$ cat src/rtl/kernel_dispatcher_if.sv
// Launch handshake, core control and status bundle between host, dispatcher and core array.
// master = host/core side, slave = dispatcher side.
interface kernel_dispatcher_if #(
  parameter int NUM_CORES  = 1,
  parameter int DATA_WIDTH = 32
);
  typedef struct packed {
    logic [DATA_WIDTH-1:0] base_instr;
    logic [DATA_WIDTH-1:0] base_data;
    logic [DATA_WIDTH-1:0] num_blocks;
    logic [DATA_WIDTH-1:0] warps_per_block;
  } kernel_config_t;

  logic                                  kernel_valid;
  logic                                  kernel_ready;
  logic [DATA_WIDTH-1:0]                 kernel_base_instr;
  logic [DATA_WIDTH-1:0]                 kernel_base_data;
  logic [DATA_WIDTH-1:0]                 kernel_num_blocks;
  logic [DATA_WIDTH-1:0]                 kernel_warps_per_block;
  logic                                  abort;
  kernel_config_t                        kernel_config;
  logic [NUM_CORES-1:0]                  core_done;
  logic [NUM_CORES-1:0]                  core_start;
  logic [NUM_CORES-1:0]                  core_reset;
  logic [NUM_CORES-1:0][DATA_WIDTH-1:0]  core_block_id;
  logic                                  kernel_done;
  logic                                  kernel_aborted;
  logic                                  busy;

  modport master (
    output kernel_valid, kernel_base_instr, kernel_base_data, kernel_num_blocks,
           kernel_warps_per_block, abort, core_done,
    input  kernel_ready, kernel_config, core_start, core_reset, core_block_id,
           kernel_done, kernel_aborted, busy
  );

  modport slave (
    input  kernel_valid, kernel_base_instr, kernel_base_data, kernel_num_blocks,
           kernel_warps_per_block, abort, core_done,
    output kernel_ready, kernel_config, core_start, core_reset, core_block_id,
           kernel_done, kernel_aborted, busy
  );
endinterface

$ cat src/rtl/kernel_dispatcher.sv
// Queued kernel dispatcher: launch FIFO, top-level kernel FSM and one small FSM per core
// that hands out block IDs round-robin and counts completions.
module kernel_dispatcher #(
  parameter int NUM_CORES  = 1,
  parameter int KQ_DEPTH   = 4,
  parameter int DATA_WIDTH = 32
) (
  input  logic               clk,
  input  logic               reset_n,
  kernel_dispatcher_if.slave kif
);
  localparam int AW    = $clog2(KQ_DEPTH);
  localparam int RW    = (NUM_CORES > 1) ? $clog2(NUM_CORES) : 1;
  localparam int CFG_W = 4 * DATA_WIDTH;

  typedef enum logic [2:0] {T_IDLE, T_LOAD, T_DISPATCH, T_DRAIN, T_DONE} top_state_t;
  typedef enum logic [1:0] {C_IDLE, C_SETUP, C_RUN} core_state_t;

  top_state_t                           state_q, state_d;
  core_state_t                          cst_q [NUM_CORES];
  core_state_t                          cst_d [NUM_CORES];
  logic [CFG_W-1:0]                     kq_mem [KQ_DEPTH];
  logic [AW:0]                          wr_ptr_q, rd_ptr_q;
  logic [CFG_W-1:0]                     cfg_q;
  logic [DATA_WIDTH-1:0]                next_blk_q, next_blk_d;
  logic [DATA_WIDTH-1:0]                done_cnt_q, done_cnt_d;
  logic [DATA_WIDTH-1:0]                done_inc, num_blocks;
  logic [RW-1:0]                        rr_q, rr_d, pick;
  logic [RW:0]                          pick_res;
  logic [NUM_CORES-1:0][DATA_WIDTH-1:0] blk_id_q, blk_id_d;
  logic [NUM_CORES-1:0]                 idle_mask;
  logic                                 aborted_q, aborted_d;
  logic                                 full, empty, push, pop, abort_ok;

  // Returns {found, index} of the first idle core at or after rr, wrapping around.
  function automatic logic [RW:0] first_idle(input logic [NUM_CORES-1:0] idle,
                                             input logic [RW-1:0] rr);
    logic [RW:0] res;
    int          idx;
    res = '0;
    for (int i = NUM_CORES - 1; i >= 0; i--) begin
      idx = int'(rr) + i;
      if (idx >= NUM_CORES) idx = idx - NUM_CORES;
      if (idle[idx]) res = {1'b1, RW'(idx)};
    end
    return res;
  endfunction

  assign full       = (wr_ptr_q ^ rd_ptr_q) == {1'b1, {AW{1'b0}}};
  assign empty      = wr_ptr_q == rd_ptr_q;
  assign push       = kif.kernel_valid && !full;
  assign pop        = (state_q == T_IDLE) && !empty;
  assign num_blocks = cfg_q[DATA_WIDTH +: DATA_WIDTH];
  assign abort_ok   = kif.abort && (state_q inside {T_LOAD, T_DISPATCH, T_DRAIN});
  assign pick_res   = first_idle(idle_mask, rr_q);
  assign pick       = pick_res[RW-1:0];

  always_comb begin
    state_d    = state_q;
    cst_d      = cst_q;
    next_blk_d = next_blk_q;
    rr_d       = rr_q;
    blk_id_d   = blk_id_q;
    aborted_d  = 1'b0;
    done_inc   = '0;
    for (int c = 0; c < NUM_CORES; c++) begin
      if (cst_q[c] == C_SETUP) begin
        cst_d[c] = C_RUN;
      end else if (cst_q[c] == C_RUN && kif.core_done[c]) begin
        cst_d[c] = C_IDLE;
        done_inc = done_inc + 1'b1;
      end
    end
    done_cnt_d = done_cnt_q + done_inc;

    if (abort_ok) begin
      state_d   = T_IDLE;
      aborted_d = 1'b1;
      for (int c = 0; c < NUM_CORES; c++) cst_d[c] = C_IDLE;
    end else begin
      case (state_q)
        T_IDLE: begin
          if (!empty) begin
            state_d    = T_LOAD;
            next_blk_d = '0;
            done_cnt_d = '0;
          end
        end
        T_LOAD: state_d = (num_blocks == '0) ? T_DONE : T_DISPATCH;
        T_DISPATCH: begin
          if (pick_res[RW]) begin
            cst_d[pick]    = C_SETUP;
            blk_id_d[pick] = next_blk_q;
            next_blk_d     = next_blk_q + 1'b1;
            rr_d           = (int'(pick) == NUM_CORES - 1) ? '0 : pick + 1'b1;
            if (next_blk_d == num_blocks) state_d = T_DRAIN;
          end
        end
        T_DRAIN: if (done_cnt_q == num_blocks) state_d = T_DONE;
        T_DONE:  state_d = T_IDLE;
        default: state_d = T_IDLE;
      endcase
    end
  end

  // FIFO storage carries no reset; the pointers alone define its contents.
  always_ff @(posedge clk) begin
    if (push) kq_mem[wr_ptr_q[AW-1:0]] <= {kif.kernel_base_instr, kif.kernel_base_data,
                                           kif.kernel_num_blocks, kif.kernel_warps_per_block};
  end

  always_ff @(posedge clk or negedge reset_n) begin
    if (!reset_n) begin
      state_q    <= T_IDLE;
      wr_ptr_q   <= '0;
      rd_ptr_q   <= '0;
      cfg_q      <= '0;
      next_blk_q <= '0;
      done_cnt_q <= '0;
      rr_q       <= '0;
      blk_id_q   <= '0;
      aborted_q  <= 1'b0;
      for (int c = 0; c < NUM_CORES; c++) cst_q[c] <= C_IDLE;
    end else begin
      state_q    <= state_d;
      next_blk_q <= next_blk_d;
      done_cnt_q <= done_cnt_d;
      rr_q       <= rr_d;
      blk_id_q   <= blk_id_d;
      aborted_q  <= aborted_d;
      for (int c = 0; c < NUM_CORES; c++) cst_q[c] <= cst_d[c];
      if (push) wr_ptr_q <= wr_ptr_q + 1'b1;
      if (pop) begin
        rd_ptr_q <= rd_ptr_q + 1'b1;
        cfg_q    <= kq_mem[rd_ptr_q[AW-1:0]];
      end
    end
  end

  assign kif.kernel_ready   = !full;
  assign kif.kernel_config  = cfg_q;
  assign kif.core_block_id  = blk_id_q;
  assign kif.kernel_done    = state_q == T_DONE;
  assign kif.kernel_aborted = aborted_q;
  assign kif.busy           = state_q != T_IDLE;

  for (genvar g = 0; g < NUM_CORES; g++) begin : g_core
    assign idle_mask[g]      = cst_q[g] == C_IDLE;
    assign kif.core_reset[g] = cst_q[g] == C_IDLE;
    assign kif.core_start[g] = cst_q[g] == C_RUN;
  end
endmodule
$ cat src/flat_wrapper.sv
// flat-port wrapper written by rule: the top's interface ports become plain ports
module kernel_dispatcher_flat 
#(
  parameter int NUM_CORES  = 1,
  parameter int KQ_DEPTH   = 4,
  parameter int DATA_WIDTH = 32
)
  (clk, reset_n, kif_kernel_valid, kif_kernel_base_instr, kif_kernel_base_data, kif_kernel_num_blocks, kif_kernel_warps_per_block, kif_abort, kif_core_done, kif_kernel_ready, kif_kernel_config, kif_core_start, kif_core_reset, kif_core_block_id, kif_kernel_done, kif_kernel_aborted, kif_busy);
  kernel_dispatcher_if #(.NUM_CORES(NUM_CORES), .DATA_WIDTH(DATA_WIDTH)) kif_i ();
  input  logic clk;
  input  logic reset_n;
  input wire logic [$bits(kif_i.kernel_valid)-1:0] kif_kernel_valid;
  input wire logic [$bits(kif_i.kernel_base_instr)-1:0] kif_kernel_base_instr;
  input wire logic [$bits(kif_i.kernel_base_data)-1:0] kif_kernel_base_data;
  input wire logic [$bits(kif_i.kernel_num_blocks)-1:0] kif_kernel_num_blocks;
  input wire logic [$bits(kif_i.kernel_warps_per_block)-1:0] kif_kernel_warps_per_block;
  input wire logic [$bits(kif_i.abort)-1:0] kif_abort;
  input wire logic [$bits(kif_i.core_done)-1:0] kif_core_done;
  output wire logic [$bits(kif_i.kernel_ready)-1:0] kif_kernel_ready;
  output wire logic [$bits(kif_i.kernel_config)-1:0] kif_kernel_config;
  output wire logic [$bits(kif_i.core_start)-1:0] kif_core_start;
  output wire logic [$bits(kif_i.core_reset)-1:0] kif_core_reset;
  output wire logic [$bits(kif_i.core_block_id)-1:0] kif_core_block_id;
  output wire logic [$bits(kif_i.kernel_done)-1:0] kif_kernel_done;
  output wire logic [$bits(kif_i.kernel_aborted)-1:0] kif_kernel_aborted;
  output wire logic [$bits(kif_i.busy)-1:0] kif_busy;
  assign kif_i.kernel_valid = kif_kernel_valid;
  assign kif_i.kernel_base_instr = kif_kernel_base_instr;
  assign kif_i.kernel_base_data = kif_kernel_base_data;
  assign kif_i.kernel_num_blocks = kif_kernel_num_blocks;
  assign kif_i.kernel_warps_per_block = kif_kernel_warps_per_block;
  assign kif_i.abort = kif_abort;
  assign kif_i.core_done = kif_core_done;
  assign kif_kernel_ready = kif_i.kernel_ready;
  assign kif_kernel_config = kif_i.kernel_config;
  assign kif_core_start = kif_i.core_start;
  assign kif_core_reset = kif_i.core_reset;
  assign kif_core_block_id = kif_i.core_block_id;
  assign kif_kernel_done = kif_i.kernel_done;
  assign kif_kernel_aborted = kif_i.kernel_aborted;
  assign kif_busy = kif_i.busy;
  kernel_dispatcher #(.NUM_CORES(NUM_CORES), .KQ_DEPTH(KQ_DEPTH), .DATA_WIDTH(DATA_WIDTH)) u_core (.clk(clk), .reset_n(reset_n), .kif(kif_i));
endmodule
$ cat config.mk
export PLATFORM = sky130hd
export DESIGN_NAME = kernel_dispatcher_flat
export DESIGN_NICKNAME = d
export VERILOG_FILES = /design/src/rtl/kernel_dispatcher_if.sv /design/src/rtl/kernel_dispatcher.sv /design/src/flat_wrapper.sv
export SDC_FILE = /design/constraint.sdc
export NUM_CORES = 1
export LEC_CHECK = 0
export ABC_AREA = 1
export CAP_MARGIN = 20
export CORE_UTILIZATION = 40
export CTS_CLUSTER_SIZE = 14
export DETAILED_ROUTE_END_ITERATION = 12
export PLACE_DENSITY = 0.56
export SYNTH_ARGS = -nofsm -noshare
export SYNTH_HDL_FRONTEND = slang
export SYNTH_SLANG_ARGS = --single-unit
$ cat constraint.sdc
create_clock -name clk -period 8.99 [get_ports clk]
set_clock_uncertainty 0.2 [all_clocks]
set_input_delay 1.798 -clock clk [delete_from_list [all_inputs] [get_ports clk]]
set_output_delay 1.798 -clock clk [all_outputs]
set_load 0.05 [all_outputs]
# Word-level counts from Yosys, hierarchy flattened
# Memories as Yosys holds them, arrays and structs flattened. A register that Yosys moved wholly into a read port is not among the register bits.
# Cells that the tools add are included.
# W data, S select, Z words.
# word_totals
reg_bits	109
mem_bits_rw	512
output_inout_bits	166
word_cells	89
memories	1
# op_classes
n_addsub	6
n_lt_le_gt_ge	4
n_eq_ne	16
n_mux	31
n_bitwise	5
n_reduce_logical	17
# memory_table
name	depth	word_bits	rd	rd_clocked_by_memory_dff	write_ports	line_no	rtl
u_core.kq_mem	4	128	1	1	1	kernel_dispatcher.sv:22	logic [CFG_W-1:0] kq_mem [KQ_DEPTH];
# ops
cell	count
$mux W32	8
$eq A32 B32 Y1	2
$pmux W32 S2	1
$add A32 B1 Y32 const B	1
$add A32 B32 Y32	1
$bwmux W32	1
$logic_not A32 Y1	1
$lt A32 B2 Y1 const B	1
$mux W3	6
$mux W2	7
$pmux W3 S4	1
$reduce_and A4 Y1	2
$mux W1	7
$add A3 B1 Y3 const B	2
$eq A3 B2 Y1 const B	2
$eq A3 B3 Y1 const B	2
$ne A3 B2 Y1 const B	2
$reduce_bool A3 Y1	2
$logic_and A1 B1 Y1	5
$eq A3 B1 Y1 const B	1
$eq A3 B3 Y1	1
$logic_not A1 Y1	3
$logic_not A3 Y1	1
$ne A3 B1 Y1 const B	1
16 further kinds	18

# Depth between registers and ports, before layout
# Gate-level depths: netlist (run 1).
# depth
word_depth	14
depth_mapped	21
mapped_depth_nobuf	21

# Worst setup path after synthesis (run 1)
# No wires, ideal clock.
# synth_timing
path_kind	input-to-reg
startpoint	in kif_kernel_valid
endpoint	mem u_core.kq_mem[3][0] (netlist bit) (enable)
arrival_time_ns	7.342
required_time_ns	8.170
setup_slack_ns	0.828
cell_stages	2
path_buffers	0
cell_sequence	nand2_1 > nor2_1
# synth_via
elab_chain_cells	3
# synth_rtl
element	line_no	rtl
start, declared	flat_wrapper.sv:12	input wire logic [$bits(kif_i.kernel_valid)-1:0] kif_kernel_valid;
$logic_and A1 B1 Y1	kernel_dispatcher.sv:51	assign push = kif.kernel_valid && !full;
$mux W1	kernel_dispatcher.sv:108	if (push) kq_mem[wr_ptr_q[AW-1:0]] <= {kif.kernel_base_instr, kif.kernel_base_data,
$mux W1 (implied by the code)	kernel_dispatcher.sv:108	
end, declared	kernel_dispatcher.sv:22	
# No other way between the ends.

# Final worst setup path (run 1)
# layout_timing
startpoint	reg u_core.rd_ptr_q[1]
endpoint	out kif_kernel_ready
# layout_via
elab_chain_cells	3
# layout_rtl
element	line_no	rtl
start, declared	kernel_dispatcher.sv:23	logic [AW:0] wr_ptr_q, rd_ptr_q;
start signal, assigned	kernel_dispatcher.sv:134	rd_ptr_q <= rd_ptr_q + 1'b1;
$xor A3 B3 Y3	kernel_dispatcher.sv:49	assign full = (wr_ptr_q ^ rd_ptr_q) == {1'b1, {AW{1'b0}}};
$eq A3 B3 Y1	kernel_dispatcher.sv:49	
$logic_not A1 Y1	kernel_dispatcher.sv:140	assign kif.kernel_ready = !full;
end, declared	flat_wrapper.sv:19	output wire logic [$bits(kif_i.kernel_ready)-1:0] kif_kernel_ready;
# No other way between the ends.

==> results.yml, run 1 <==
grt:
  grt_pass1_wl_mm: 125.6
  grt_pass1_vias: 20830
  grt-ovfl-total: 0
  gr-usage-all-layers_pct: 21.38
  grt_max_degree: 164
  antenna_found_initial: 18
place:
  gp_congestion: 0.9151
  port-buffer-count: 298
  dp_hpwl_mm: 51.28
  dpl_cell_area_sq_mm: 0.03426
synthesis:
  synth_warnings: 0
  synth_seq_cells: 748
  synth_area_per_cell_sq_um: 11.14
  syn-num-nets: 2865
  synth.distinct_cells: 40
  synthArstFlopShare_pct: 31.55
  yosys_most_used_dff: "edfxtp_1"
  synth_edf_count: 512
  synth_area_sq_mm: 0.03031
  ys_seq_area_share_pct: 70.21
  synth_cells: 2720
cts:
  cts_tree: "yes"
  cts_setup_buffers: 0
  hold_buffers: 0
  cts-root-buf: "clkbuf_16"
  cts-resized-gates: 0
  clkTransAtPathRegs_ps: 60
  cts_max_level: 3
  clk_latency_ps: 650
  cts.path.max_buffers: 3
  cts.sinks: 748
  cts_made_buffers: 81
setup_path:
  path_class: "reg2out"
  cp_cell_sequence: "inv_4, nand2_1, nand4_1, or2_2, clkdlybuf4s50_1"
  critPathArrivalTime_ps: 3530
  required_ps: 6990
  critPathMaxStageDelay_ps: 950
  rr_startpoint: "u_core.rd_ptr_q[1]"
  crit_slowest_cell: "dfrtp_4"
  r2r_cells: 8
  cp-start-kind: "flip-flop"
  end_kind: "output pin"
  r2r_slack_ps: 4030
  reg2reg_to: "u_core.kq_mem[0][34]"
  cp_max_fo: 71
power_and_ir_drop:
  ir_drop_uv: 227.5
  power.density_mw_per_mm2: 379.0
  p_total_mw: 14.04
  cellLeakagePower_nw: 13.38
sta:
  slew_violations: 0
  finalSetupTns_ps: 0
  hold_viol: 0
  fmax_ghz: 0.1810
  hold_ws_ps: 285.4
  period_share_pct: 61.44
  rsz0062_at_grt: "false"
  tightest_slew_ps: 1055
  relSlewSlack_pct: 29.66
  fin_crit_ps: 5524
  setup_violations: 0
floorplanning:
  die_h_microns: 277.3
  die_width_microns: 277.3
  rows: 100
  dieArea_sq_mm: 0.07688
  io_pins: 299
  initial_core_util_pct: 40.58
  coreArea_sq_mm: 0.07470
routing:
  drc_errors: 0
  wl_met3_mm: 5.179
  first_pass_iters: 5
  routed_wl_mm: 82.24
  ant_nets: 0
  route.top_layer_used: "met5"
  avgRoutedWirePerCell_microns: 20.37
  viasPerCell: 5.217
  drtIter0Drc: 1555
  wl_met2_mm: 38.69
  wl_met1_mm: 35.81
  vias: 21070
hold_path:
  hold_start: "u_core.kif.core_block_id[4]"
  hold_class: "reg2reg"
  holdPathStages: 2
  hold_end: "u_core.kif.core_block_id[4]"
finish:
  drive_above_1_share_pct: 6.262
  fin_nets: 3144
  fin_area_sq_mm: 0.03704
  area_growth_pct: 22.22
run_status:
  status: "completed"
job:
  drv_cap: 0
layer usage:
| layer | vias up | GRT usage (%) |
|---|---|---|
| li1 | 10000 | - |
| met1 | 10300 | 28.68 |
| met2 | 569 | 34.25 |
| met3 | 166 | 5.188 |
| met4 | 26 | 6.709 |
| met5 | - | 0 |
critical path, delay by kind of cell, from the launching register on:
| kind | cells | cell delay, ps |
|---|---|---|
| flip-flops | 1 | 950 |
| buffers and inverters | 2 | 1240 |
| AND/OR/NAND/NOR | 3 | 690 |
area by class of cell:
class                   count  area, sq um
fillers                  6562        37650
flip-flops and latches    748        21290
multi-input cells        1717         8071
repair buffers            323         3216
clock buffers             118         2328
well taps                 969         1212
inverters                 128        495.5
clock inverters            32        425.4
diodes                      3        7.507
cells in the mapped netlist, types with 4 or more instances:
library cell,number,area [sq um]
nor2_1,671,2519
edfxtp_1,512,15370
o21ai_0,342,1712
nand2_1,296,1111
dfrtp_1,236,5906
inv_1,122,457.9
a31oi_1,102,638.1
clkbuf_1,92,345.3
nand3_1,85,425.4
o22ai_1,45,281.5
xnor2_1,31,271.5
buf_2,23,115.1
nand4_1,22,137.6
a21oi_1,18,90.09
nor3_1,18,90.09
nor4_1,15,93.84
ha_1,12,150.1
buf_1,11,41.29
xor2_1,11,96.34
nor2_2,7,43.79
inv_2,6,22.52
nand2_2,6,37.54
nor2_4,5,56.30
o21a_1,4,30.03
logic make-up (layout without fill, tap and decap cells):
logic type / Yosys count / after routing / share of synthesized area [%]
AND/OR/NAND/NOR: 1143 / 1143 / 15.41
XOR/XNOR: 44 / 44 / 1.362
adder cells (fa/ha/maj): 12 / 12 / 0.4954
buffers and inverters: 255 / 601 / 3.257
other: 0 / 3 / 0
flip-flops: 748 / 748 / 70.21
AO/OA/AOI/OAI: 518 / 518 / 9.268
worst max-delay path by stage:
stage	from	end	slack, ps
2_1_floorplan	kif_kernel_valid	u_core.kq_mem[3][0]	830
3_3_place_gp	kif_kernel_valid	u_core.kq_mem[2][14]	3760
3_5_place_dp	kif_kernel_valid	u_core.kq_mem[0][76]	3750
4_1_cts	u_core.rd_ptr_q[1]	kif_kernel_ready	3370
5_1_grt	u_core.rd_ptr_q[1]	kif_kernel_ready	3260
6_report	u_core.rd_ptr_q[1]	kif_kernel_ready	3470
layout by cell type (no fill, tap or decap), types with 5 or more instances in the layout:
master,Yosys,final
o22ai_1,45,45
clkbuf_1,92,23
clkdlybuf4s50_1,0,297
nand2_1,296,296
clkbuf_8,0,12
edfxtp_1,512,512
inv_2,6,6
o21ai_0,342,342
nor2_4,5,9
buf_4,0,23
nor2_1,671,667
clkinv_2,0,13
clkbuf_16,0,83
a31oi_1,102,102
nor4_1,15,15
nor3_1,18,18
nand2_2,6,6
xnor2_1,31,31
nand3_1,85,85
ha_1,12,12
nor2_2,7,7
xor2_1,11,11
bufinv_16,0,7
nand4_1,22,22
clkinv_1,0,5
dfrtp_1,236,234
a21oi_1,18,18
inv_1,122,119
sequential cells by signal, indices dropped and copies added, names as in the netlist:
name                       count
u_core.kif.kernel_aborted      1
u_core.kq_mem                512
u_core.rd_ptr_q                3
u_core.wr_ptr_q                3
u_core.state_q                 3
u_core.next_blk_q             32
u_core.kif.core_block_id      32
u_core.cst_q                   2
u_core.kif.kernel_config     128
u_core.done_cnt_q             32
stage by stage:
step	instances	setup WS, ps	utilization (%)
after global routing	4036	3257	49.59
after CTS	4034	3366	49.55
after global placement	3883	3758	45.82
after floorplan	2720	827.6	-
after detailed placement	3884	3753	45.86
final	4038	3466	49.59
power by group:
part	internal, mW	switching, mW
Clock	2.02	1.38
Combinational	1.58	3.75
Sequential	4.67	0.643
No activity file was read; power rests on OpenSTA's default activity.
==> run 2: changes to the inputs <==
Clock period 8.99 ns to 5.6 ns, I/O delays scaled along.
==> results.yml, run 2 (synthesis gave the netlist of run 1 again) <==
hold_path:
  holdPathStages: 2
  hold_class: "reg2reg"
finish:
  area_growth_pct: 22.96
  fill_cells: 6559
  final_common_cell: "nor2_1"
  largest_register_ffs: 512
  fin_cells: 4053
  final_cell_mix: "nor2_1 (667), edfxtp_1 (512), o21ai_0 (342)"
  drive_above_1_share_pct: 6.758
  finish.utilization_pct: 49.89
  fin_area_sq_mm: 0.03727
  fin_nets: 3154
floorplanning:
  io_pins: 299
  rows: 100
  dieArea_sq_mm: 0.07688
  coreArea_sq_mm: 0.07470
  die_h_microns: 277.3
  die_width_microns: 277.3
  initial_core_util_pct: 40.58
grt:
  grt_pass1_wl_mm: 127.1
  grt-ovfl-total: 0
  gr-usage-all-layers_pct: 21.72
  grt_max_degree: 215
  antenna_found_initial: 19
  grt_pass1_vias: 21210
setup_path:
  end_kind: "output pin"
  path_class: "reg2out"
  cp_max_fo: 63
  cp-start-kind: "flip-flop"
  required_ps: 4280
  r2r_cells: 10
  critPathArrivalTime_ps: 3030
power_and_ir_drop:
  clockPowerShare_pct: 24.2
  power.density_mw_per_mm2: 609.1
  ir_drop_uv: 457.7
  switching_share_pct: 41.20
  p_comb_share_pct: 39.0
  p_seq_share_pct: 36.7
  cellLeakagePower_nw: 13.46
  p_total_mw: 22.70
  p_sw_mw: 9.352
  power.internal_mw: 13.35
routing:
  ant_nets: 0
  first_pass_iters: 5
  drtIter0Drc: 1476
  routed_wl_mm: 83.40
  avgRoutedWirePerCell_microns: 20.58
  viasPerCell: 5.201
  drc_errors: 0
  vias: 21080
cts:
  cts_made_buffers: 82
  cts.path.max_buffers: 3
  hold_buffers: 0
  cts_tree: "yes"
  clkTransAtPathRegs_ps: 60
  cts_setup_buffers: 0
  cts.sinks: 748
  cts-resized-gates: 0
  cts-root-buf: "clkbuf_16"
  clk_latency_ps: 630
  cts_max_level: 3
sta:
  relSlewSlack_pct: 21.91
  fin_ws_ps: 1255
  finalSetupTns_ps: 0
  fin_crit_ps: 4345
  tightest_slew_ps: 1171
  rsz0062_at_grt: "false"
  slew_violations: 0
  hold_viol: 0
  hold_ws_ps: 283.7
  fmax_ghz: 0.2301
  period_share_pct: 77.60
  setup_violations: 0
place:
  place_inst: 3894
  gp_congestion: 0.8996
  dp_hpwl_mm: 51.75
  port-buffer-count: 298
  dpl_cell_area_sq_mm: 0.03447
  dp_slack_ps: 1565
run_status:
  status: "completed"
job:
  drv_cap: 0
==> run 2: cell types whose count changed in the layout (fill, tap and decap cells not counted), moves of 2 or more <==
cell	delta
buf_12	+11
clkbuf_1	-4
clkbuf_8	-6
clkinv_2	+6
clkinvlp_4	+6
diode_2	+3
inv_16	-2
==> run 2: path summary, 6_finish.rpt <==
kind | start | to | slack [ps]
hold / removal | u_core.kif.core_block_id[10] | u_core.kif.core_block_id[10] | 280
max in group asynchronous | reset_n | u_core.kif.kernel_config[42] | 3650
hold reg to reg | u_core.kif.core_block_id[10] | u_core.kif.core_block_id[10] | 280
setup reg to reg | u_core.rd_ptr_q[0] | u_core.kif.kernel_config[33] | 1680
min in group asynchronous | reset_n | u_core.kif.core_block_id[18] | 310
setup / recovery | u_core.rd_ptr_q[0] | kif_kernel_ready | 1250
==> run 2: final cells by class <==
type	instances	area (sq um)	share of cell area, %
Tap cell	969	1212	3.253
Multi-Input combinational cell	1717	8071	21.66
Clock buffer	109	2256	6.053
Antenna cell	6	15.01	0.04029
Timing Repair Buffer	332	3401	9.125
Inverter	128	495.5	1.329
Sequential cell	748	21290	57.12
Clock inverter	44	530.5	1.423
==> run 2: power groups by stage <==
stage               Combinational, mW  Clock [mW]  Sequential, mW
finish                           8.86        5.50            8.34
global route                     9.69        5.83            8.47
CTS                              8.99        5.62            8.34
detailed placement               8.97           0            8.43
global placement                 8.80           0            8.40
floorplan                        3.90           0            10.2
==> run 2: per-layer routing <==
layer | part of all wire [%] | vias to the layer above | track usage [%]
li1 | - | 10020 | -
met1 | 43 | 10220 | 28.36
met2 | 46 | 627 | 34.73
met3 | 7.3 | 183 | 5.736
met4 | 3.5 | 26 | 8.120
met5 | 0.19 | - | 0
==> run 2: worst max-delay path, cell delays in order (launching register included) <==
cell and delay (ps):
dfrtp_4 800, inv_6 290, nand2_1 130, nand4_1 110, or2_2 320, clkdlybuf4s50_1 740
==> RTL edit, RTL diff (settings of run 2) <==
`DATA_WIDTH` is set to 32 in 3 places; all go to 16.
--- a/src/rtl/kernel_dispatcher_if.sv
+++ b/src/rtl/kernel_dispatcher_if.sv
@@ -3,5 +3,5 @@
 interface kernel_dispatcher_if #(
   parameter int NUM_CORES  = 1,
-  parameter int DATA_WIDTH = 32
+  parameter int DATA_WIDTH = 16
 );
   typedef struct packed {
--- a/src/rtl/kernel_dispatcher.sv
+++ b/src/rtl/kernel_dispatcher.sv
@@ -4,5 +4,5 @@
   parameter int NUM_CORES  = 1,
   parameter int KQ_DEPTH   = 4,
-  parameter int DATA_WIDTH = 32
+  parameter int DATA_WIDTH = 16
 ) (
   input  logic               clk,
--- a/src/flat_wrapper.sv
+++ b/src/flat_wrapper.sv
@@ -4,5 +4,5 @@
   parameter int NUM_CORES  = 1,
   parameter int KQ_DEPTH   = 4,
-  parameter int DATA_WIDTH = 32
+  parameter int DATA_WIDTH = 16
 )
   (clk, reset_n, kif_kernel_valid, kif_kernel_base_instr, kif_kernel_base_data, kif_kernel_num_blocks, kif_kernel_warps_per_block, kif_abort, kif_core_done, kif_kernel_ready, kif_kernel_config, kif_core_start, kif_core_reset, kif_core_block_id, kif_kernel_done, kif_kernel_aborted, kif_busy);
Interface: changed (6 resized); port bits go from 299 to 155. No check against the original RTL was run, so the function may have changed too.
==> RTL edit against run 2 <==
- sequential cell count down 368
- synthesized cell count shrank 50%
- cell area decreased by 50%
- setup slack gained 14 ps
- synthesized area is 49% lower
- total power down 50%
- maximum frequency rose by 0.33%
- routed wire length down 56%
- count of clock-buffer cells in the layout is 49 lower
- first-iteration DRC count fell by 63%
- critical endpoint unchanged
- largest power group unchanged
==> RTL edit: results (changes against run 2) <==
max_freq_mhz: 231  # +0.33%
track_usage_pct: 19.3  # -2.4 points
multi_input_area_sq_um: 4110  # -49%
nFillCells: 3472  # -47%
relSlewSlack_pct: 30.6  # +8.7 points
portBuffers: 154  # -48%
nClkBuffers: 60  # -45%
synth_commonest_cells: "nor2_1, edfxtp_1, o21ai_0"
ff2ff_path_depth: 11  # +1
async_reset_ff_share_pct: 32.6  # +1.1 points
grt_pass1_wl_mm: 58.1  # -54%
dr.pass1.iters: 4  # -1
grt_max_degree: 101  # -53%
p_int_w: 0.00669  # -50%
n_all_inverters: 79  # -38%
ys_seq_area_share_pct: 69.9  # -0.31 points
ir_drop_v: 0.000366  # -20%
antenna_found_initial: 6  # -13
synth_cell_types: 38  # -5.0%
cts_buffers: 41  # -50%
buffer_area_share_pct: 8.79  # -0.34 points
crit_path_max_incr_delay_ps: 880  # +80 ps
buffers: 167  # -50%
multi_input_gates: 852  # -50%
avgRoutedWirePerCell_um: 17.8  # -13%
largest_register_ffs: 256  # -50%
h-tree-depth: 2  # -1
synth_compound_area_share_pct: 9.32  # +0.054 points
p_leak_nw: 6.91  # -49%
whs_ps: 286  # +2.40 ps
clk_share_pct: 6.98  # -0.50 points
diodes: 1  # -5
grt_pass1_vias: 10400  # -51%
dp_worst_setup_slack_ps: 1780  # +215 ps
reg2reg_setup_slack_ps: 2070  # +390 ps
cp_data_arrival_time_ps: 3010  # -20 ps
vias_per_cell: 5.04  # -3.0%
synthAdderAreaFrac_pct: 0.973  # +0.48 points
seq_share_pct: 57.4  # +0.28 points
cp_max_fo: 62  # -1.6%
first_iter_violations: 551  # -63%
ys_top_cells_by_area: "edfxtp_1, dfrtp_1, nor2_1"
cts.sinks: 380  # -49%
dp_hpwl_mm: 21.8  # -58%
synthesis.nets: 1454  # -49%
synth-xor-area-share_pct: 1.05  # -0.31 points
outcome: "completed"
drive_above_1_share_pct: 6.63  # -0.13 points
worstSkewPairLatency_ps: 550  # -80 ps
powerDensity_nw_per_um2: 604  # -0.76%
final_net_count: 1602  # -49%
[RTL edit: changes by cell type in the layout (fill, tap and decap cells not counted), sizes merged, moves of 53 or more]
cell                  run 2  this run
a31oi                   102        49
clkdlybuf4s50           297       153
dfrtp                   236       124
edfxtp                  512       256
nand2                   302       144
nor2                    684       337
o21ai                   343       174
[RTL edit: power by group through the flow]
stage | Clock (W) | Sequential (W) | Combinational (W)
global placement | 0 | 0.00438 | 0.00443
global route | 0.00280 | 0.00441 | 0.00487
floorplan | 0 | 0.00519 | 0.00215
CTS | 0.00270 | 0.00434 | 0.00449
finish | 0.00263 | 0.00433 | 0.00441
detailed placement | 0 | 0.00438 | 0.00448
[RTL edit: logic make-up (layout without fill, tap and decap cells)]
kind of cell    Yosys count  count (layout)
buf+inv                 141             322
fa+ha+maj                12              12
flops                   380             380
other cells               0               1
xor+xnor                 17              17
compound gates          263             263
simple gates            560             560
[RTL edit: per-layer routing]
metal / global-route usage, % / up-vias / routed length [um]
met5: 0 / - / 39
met4: 6.18 / 6 / 895
met3: 4.20 / 81 / 2210
met2: 32.1 / 265 / 17400
met1: 25.1 / 5018 / 16200
li1: - / 5052 / -
[RTL edit: worst reg2reg max path, stage by stage (launching register included)]
cell	delay, ps
dfrtp_4	740
clkinv_2	110
buf_4	300
nand2_1	90
nand4_1	110
nor2_1	80
inv_1	100
nand2_2	170
inv_4	780
buf_4	530
nor2_1	90
a31oi_1	160
[RTL edit: worst min-delay path by stage]
stage                                                   from                                  endpoint  cells past startpoint
global placement    u_core.kif.core_block_id[10]$_DFFE_PN0P_  u_core.kif.core_block_id[10]$_DFFE_PN0P_                      2
CTS                 u_core.kif.core_block_id[10]$_DFFE_PN0P_  u_core.kif.core_block_id[10]$_DFFE_PN0P_                      2
detailed placement  u_core.kif.core_block_id[10]$_DFFE_PN0P_  u_core.kif.core_block_id[10]$_DFFE_PN0P_                      2
global route                  u_core.rd_ptr_q[2]$_DFFE_PN0P_            u_core.rd_ptr_q[2]$_DFFE_PN0P_                      1
finish               u_core.kif.core_block_id[5]$_DFFE_PN0P_   u_core.kif.core_block_id[5]$_DFFE_PN0P_                      2
floorplan                     u_core.wr_ptr_q[2]$_DFFE_PN0P_            u_core.wr_ptr_q[2]$_DFFE_PN0P_                      1
[RTL edit: through the flow]
step / util, % / std cells / instance area (sq um)
6_report: 49.7 / 2066 / 18800
5_1_grt: 49.7 / 2066 / 18800
4_1_cts: 49.7 / 2065 / 18800
3_5_place_dp: 46.2 / 1989 / 17500
3_3_place_gp: 46.2 / 1989 / 17500
2_1_floorplan: - / 1373 / 15400
